File: src/rtl/display_scan_controller.sv
// Scans NUM_DIGITS BCD digits through one shared external 7-segment decoder,
// with dead time between digits, frame-aligned data updates and digit blanking.
module display_scan_controller #(
    parameter int          NUM_DIGITS       = 4,
    parameter int          SHOW_CYCLES      = 1000,
    parameter int          DEAD_CYCLES      = 2,
    parameter logic [6:0]  SEG_BLANK        = 7'b0000000,
    parameter bit          DIGIT_ACTIVE_LOW = 1'b1,
    parameter bit          LZ_SUPPRESS      = 1'b1
) (
    input  logic                    clk,
    input  logic                    reset,
    input  logic                    enable,
    input  logic                    load,
    input  logic [4*NUM_DIGITS-1:0] digits_in,
    input  logic [NUM_DIGITS-1:0]   blank_mask,
    output logic [3:0]              BCDout,
    input  logic [6:0]              BINin,
    output logic [6:0]              seg_out,
    output logic [NUM_DIGITS-1:0]   digit_sel,
    output logic                    frame_done
);

    localparam int MAX_CYCLES = (SHOW_CYCLES > DEAD_CYCLES) ? SHOW_CYCLES : DEAD_CYCLES;
    localparam int CNT_W      = $clog2(MAX_CYCLES) + 1;
    localparam int IDX_W      = (NUM_DIGITS > 1) ? $clog2(NUM_DIGITS) : 1;
    localparam logic [NUM_DIGITS-1:0] SEL_OFF = DIGIT_ACTIVE_LOW ? '1 : '0;

    typedef enum logic [1:0] {IDLE, DEAD, SHOW} state_t;

    state_t                  state_q, state_d;
    logic [IDX_W-1:0]        idx_q, idx_d;
    logic [CNT_W-1:0]        cnt_q, cnt_d;
    logic [4*NUM_DIGITS-1:0] shadow_digits_q, shadow_digits_d;
    logic [NUM_DIGITS-1:0]   shadow_mask_q, shadow_mask_d;
    logic [4*NUM_DIGITS-1:0] active_digits_q, active_digits_d;
    logic [NUM_DIGITS-1:0]   active_mask_q, active_mask_d;
    logic [6:0]              seg_q, seg_d;
    logic [NUM_DIGITS-1:0]   sel_q, sel_d;
    logic                    frame_q, frame_d;

    logic [NUM_DIGITS-1:0]   digit_blank;
    logic [NUM_DIGITS-1:0]   sel_onehot;
    logic [NUM_DIGITS-1:0]   sel_on;

    // A digit is a leading zero when it and every more significant digit are 0.
    for (genvar gi = 0; gi < NUM_DIGITS; gi++) begin : g_digit
        logic [3:0] digit;
        logic       upper_zero;
        assign digit       = active_digits_q[4*gi +: 4];
        assign upper_zero  = ~|active_digits_q[4*NUM_DIGITS-1:4*gi];
        assign digit_blank[gi] = active_mask_q[gi] | (digit > 4'd9) |
                                 (LZ_SUPPRESS && (gi > 0) && upper_zero);
    end

    assign BCDout     = active_digits_q[{idx_q, 2'b00} +: 4];
    assign seg_out    = seg_q;
    assign digit_sel  = sel_q;
    assign frame_done = frame_q;

    always_comb begin
        sel_onehot        = '0;
        sel_onehot[idx_q] = 1'b1;
        sel_on            = DIGIT_ACTIVE_LOW ? ~sel_onehot : sel_onehot;
    end

    always_comb begin
        state_d         = state_q;
        idx_d           = idx_q;
        cnt_d           = cnt_q;
        seg_d           = seg_q;
        sel_d           = SEL_OFF;
        frame_d         = 1'b0;
        active_digits_d = active_digits_q;
        active_mask_d   = active_mask_q;
        shadow_digits_d = load ? digits_in  : shadow_digits_q;
        shadow_mask_d   = load ? blank_mask : shadow_mask_q;

        case (state_q)
            IDLE: begin
                seg_d = SEG_BLANK;
                idx_d = '0;
                cnt_d = '0;
                if (enable) begin
                    state_d         = DEAD;
                    active_digits_d = shadow_digits_q;
                    active_mask_d   = shadow_mask_q;
                end
            end
            DEAD: begin
                if (cnt_q == CNT_W'(DEAD_CYCLES - 1)) begin
                    // An unknown blank decision falls through to the blank pattern.
                    if (!digit_blank[idx_q]) seg_d = BINin;
                    else                     seg_d = SEG_BLANK;
                    cnt_d   = '0;
                    state_d = SHOW;
                    sel_d   = sel_on;
                end else begin
                    cnt_d = cnt_q + CNT_W'(1);
                end
            end
            SHOW: begin
                if (cnt_q == CNT_W'(SHOW_CYCLES - 1)) begin
                    cnt_d   = '0;
                    state_d = DEAD;
                    if (idx_q == IDX_W'(NUM_DIGITS - 1)) begin
                        idx_d           = '0;
                        frame_d         = 1'b1;
                        active_digits_d = shadow_digits_q;
                        active_mask_d   = shadow_mask_q;
                    end else begin
                        idx_d = idx_q + IDX_W'(1);
                    end
                end else begin
                    cnt_d = cnt_q + CNT_W'(1);
                    sel_d = sel_on;
                end
            end
            default: state_d = IDLE;
        endcase

        if (!enable) begin
            state_d = IDLE;
            idx_d   = '0;
            cnt_d   = '0;
            seg_d   = SEG_BLANK;
            sel_d   = SEL_OFF;
            frame_d = 1'b0;
        end
    end

    always_ff @(posedge clk or posedge reset) begin
        if (reset) begin
            state_q         <= IDLE;
            idx_q           <= '0;
            cnt_q           <= '0;
            shadow_digits_q <= '0;
            shadow_mask_q   <= '0;
            active_digits_q <= '0;
            active_mask_q   <= '0;
            seg_q           <= SEG_BLANK;
            sel_q           <= SEL_OFF;
            frame_q         <= 1'b0;
        end else begin
            state_q         <= state_d;
            idx_q           <= idx_d;
            cnt_q           <= cnt_d;
            shadow_digits_q <= shadow_digits_d;
            shadow_mask_q   <= shadow_mask_d;
            active_digits_q <= active_digits_d;
            active_mask_q   <= active_mask_d;
            seg_q           <= seg_d;
            sel_q           <= sel_d;
            frame_q         <= frame_d;
        end
    end

endmodule

File: config.mk
export PLATFORM = sky130hd
export DESIGN_NAME = display_scan_controller
export DESIGN_NICKNAME = d
export VERILOG_FILES = /design/src/rtl/display_scan_controller.sv
export SDC_FILE = /design/constraint.sdc
export NUM_CORES = 1
export LEC_CHECK = 0
export CORE_MARGIN = 3
export CORE_UTILIZATION = 30
export CTS_BUF_LIST = sky130_fd_sc_hd__clkbuf_8
export DETAILED_ROUTE_END_ITERATION = 8
export PLACE_DENSITY_LB_ADDON = 0.3
export REMOVE_ABC_BUFFERS = 1
export SLEW_MARGIN = 40
export SYNTH_ARGS = -nofsm -noshare
export SYNTH_HDL_FRONTEND = slang
export SYNTH_SLANG_ARGS = --single-unit
File: constraint.sdc
create_clock -name clk -period 1.9 [get_ports clk]
set_input_delay 0.38 -clock clk [delete_from_list [all_inputs] [get_ports clk]]
set_output_delay 0.38 -clock clk [all_outputs]
set_load 0.02 [all_outputs]
==> results.cfg <==
[timing]
grt_setup_unrepaired = yes
fmax_mhz = 525
post-route-min-period_ns = 1.90
tightest_slew_ns = 0.367
slew_violations = 0
fin_ws_ns = -0.00491
maxSlewHeadroom_pct = 75.5
setup_viol = 1
clock_skew_ns = 0.00771
hold_viol = 0
post-route-period-util_pct = 100

[routing]
drt-wirelength-per-cell_um = 15.1
wl_um = 7930
drc = 0
viasPerCell = 4.93
first_pass_iters = 4
ant_nets = 0
vias = 2584
drtIter0Drc = 137

[clock_network]
cts_buffer_depth = 2
cts.sinks = 67
htreeDepth = 3
path_clk_slew_ns = 0.08
hold_buffers = 0
root_buffer = clkbuf_8
clock_latency_ns = 0.34
cts_made_buffers = 9
cts_tree = built

[yosys]
synthXorXnorAreaFrac_pct = 0.259
ys_seq_area_share_pct = 49.7
synth-main-ff-cell = dfrtp_1
synth_cell_types = 48
synth_area_sq_um = 3380
synthSimpleGateAreaFrac_pct = 12.7
synth_fa_ha_area_share_pct = 3.70
synth_mux_area_share_pct = 16.3
synth_cells = 291
ys_async_sr_fraction_pct = 100
synth_top_family_by_area = multiplexers
yosys_warnings = 0
synth_edf_count = 0
synth_area_per_cell_sq_um = 11.6
synth_compound_area_share_pct = 13.2
ys_ff_latch = 67

[critical_path]
crit_chain = mux4_2 > buf_6
worstSetupEndpointType = output port
path_class = reg -> out
path_buf_inv = 1
slowest_delay_ns = 0.55
critPathLaunchType = flip-flop
cp_top_family = multiplexers
required_ns = 1.52
crit_arrival_ns = 1.52
cp_max_fo = 7
slowest_stage = mux4_2

[floorplanning]
start_util_pct = 30.9
die_area_sq_um = 12600
io_pins = 47
design.core.area_sq_um = 10900
die_w_um = 112
num_rows = 38
fp.dieH_um = 112

[power]
p_seq_share_pct = 37.8
finalPower_mw = 5.29
power_density_nw_per_um2 = 1150
p_int_mw = 3.50
switching_share_pct = 33.9
leakagePower_nw = 1.84
p_clk_share_pct = 20.4
p_switching_mw = 1.79
ir_drop_v = 0.000623
pwr-share-comb_pct = 41.8

[cells_and_area]
areaGrowthSynthToFinish_pct = 35.7
fin_util_pct = 42.0
diodes = 0
layout-drive-gt1-share_pct = 37.0
finalNonFillerCells = 524
final_nets = 420

[grt]
grt_pass1_vias = 2795
grt_pass1_wl_um = 13600
grt_start_max_net_pins = 46
grt_antenna_before_repair = 0
grtUsageTotal_pct = 13.3
grt_overflow = 0

[placed_design]
gp_congestion = 0.844
place_hpwl_um = 5910
port_buffers = 46
place_inst = 504
place_ws_ns = -0.127

[status]
failed_checks = negative setup slack
status = finished with violations

[hold_path]
hp-class = in -> async

[job]
maxCapViolations = 0
==> synth_stat cells, types with 2 or more instances <==
master / count / area share [%]
mux4_2: 4 / 2.7
o21ai_0: 16 / 2.4
dfstp_2: 4 / 3.1
o221ai_1: 5 / 1.3
or3_1: 2 / 0.37
o211ai_1: 5 / 1.1
nor3_1: 8 / 1.2
nand2_1: 27 / 3.0
a41oi_1: 2 / 0.52
a211oi_1: 2 / 0.44
buf_2: 5 / 0.74
nor4_1: 3 / 0.56
clkbuf_1: 6 / 0.67
a21oi_1: 6 / 0.89
o31ai_1: 3 / 0.67
and3_1: 2 / 0.37
and2_1: 2 / 0.37
o21a_1: 4 / 0.89
nor3_2: 2 / 0.59
nand4_1: 2 / 0.37
inv_1: 16 / 1.8
nand3_1: 14 / 2.1
ha_1: 10 / 3.7
o31ai_2: 8 / 3.0
o31a_1: 2 / 0.52
dfrtp_1: 63 / 47
mux2_2: 40 / 13
nor2_1: 5 / 0.56
buf_4: 2 / 0.44
or4_1: 3 / 0.67
==> power by group through the flow <==
stage	sequential, mW	clock [mW]	combinational (mW)
after CTS	2.01	1.12	2.17
final	2.00	1.08	2.21
after detailed placement	2.03	0	2.07
after floorplan	1.99	0	1.15
after global routing	2.05	1.17	2.40
after global placement	2.02	0	2.03
==> placed cells by master (no fill, tap or decap), types with 2 or more instances in the layout <==
cell and instances:
a211oi_2 2, nand4_1 2, dfrtp_1 61, o21ai_0 16, nand2_1 27, clkbuf_8 10, ha_2 3, nor3_1 8
buf_6 7, nor4_1 3, clkinv_2 2, buf_4 38, nand3_1 14, o31ai_2 8, inv_1 15, o221ai_1 5
o31ai_1 3, o21a_1 4, or3_1 2, dfstp_2 4, a21oi_1 6, dfrtp_2 2, clkinvlp_4 3, o211ai_1 5
o31a_1 2, nor2_1 5, clkdlybuf4s50_1 42, ha_1 7, buf_12 5, mux2_2 40, a31oi_2 2, or4_1 3
nor3_2 2, mux4_2 4
==> worst min-delay path, cell delays in order <==
cell             delay (ns)
clkdlybuf4s50_1        0.41
inv_2                  0.10
buf_12                 0.18
==> metal layers <==
| layer | GRT usage (%) | up-vias | share of wire [%] |
|---|---|---|---|
| met1 | 17.6 | 1273 | 46 |
| met3 | 3.13 | 8 | 4.3 |
| li1 | - | 1246 | - |
| met5 | 0 | - | 0 |
| met2 | 21.3 | 57 | 48 |
| met4 | 5.13 | 0 | 1.4 |
==> metrics by stage <==
stage / hold slack (ns) / instance area [sq um] / TNS (ns)
2_1_floorplan: 0.471 / 3300 / -32.91
3_3_place_gp: 0.486 / 4320 / -1.14
3_5_place_dp: 0.495 / 4320 / -1.67
4_1_cts: 0.365 / 4550 / -0.171
5_1_grt: 0.389 / 4590 / -1.74
6_report: 0.378 / 4590 / -0.00491
==> path summary, 6_finish.rpt <==
kind                                     startpoint             endpoint  slack (ns)  cells past startpoint
worst max-delay path                       idx_q[0]            BCDout[0]      -0.005                      2
worst min-delay path                          reset             cnt_q[1]        0.38                      3
worst max register to register             cnt_q[1]   active_digits_q[2]        0.02                      8
worst min register to register  shadow_digits_q[15]  active_digits_q[15]        0.51                      1
max in group asynchronous                     reset             idx_q[0]        1.26                      3
min in group clk                shadow_digits_q[15]  active_digits_q[15]        0.51                      1
==> flip-flops by register name (all words and copies together) (netlist names) <==
register and cells:
active_mask_q 4, state_q 2, shadow_mask_q 4, idx_q 2, cnt_q 11, active_digits_q 16, frame_done 1, shadow_digits_q 16
digit_sel 4, seg_out 7
==> area by class of cell <==
cell class	instances	area, sq um
timing repair buffer	92	885
clock buffer	10	138
multi-input combinational	193	1610
sequential	67	1680
tap	140	175
clock inverter	6	41.3
fill	1070	6350
inverter	16	60.1
==> repair_timing <==
item | CTS | global route
gates cloned | 1 | 0
gates resized for setup | 29 | 12
buffers inserted | 3 | 0
pin swaps | 2 | 1
setup endpoints to repair | 38 | 45
==> cells by family (layout without fill, tap and decap cells) <==
logic type                 after synthesis  in the layout
buffers and inverters                   31            124
AOI/OAI and AO/OA                       59             59
and+or+nand+nor                         78             78
DFF                                     67             67
adders and majority gates               10             10
muxes                                   45             45
xor gates and xnor gates                 1              1
Power figures use the tool's default switching activity.
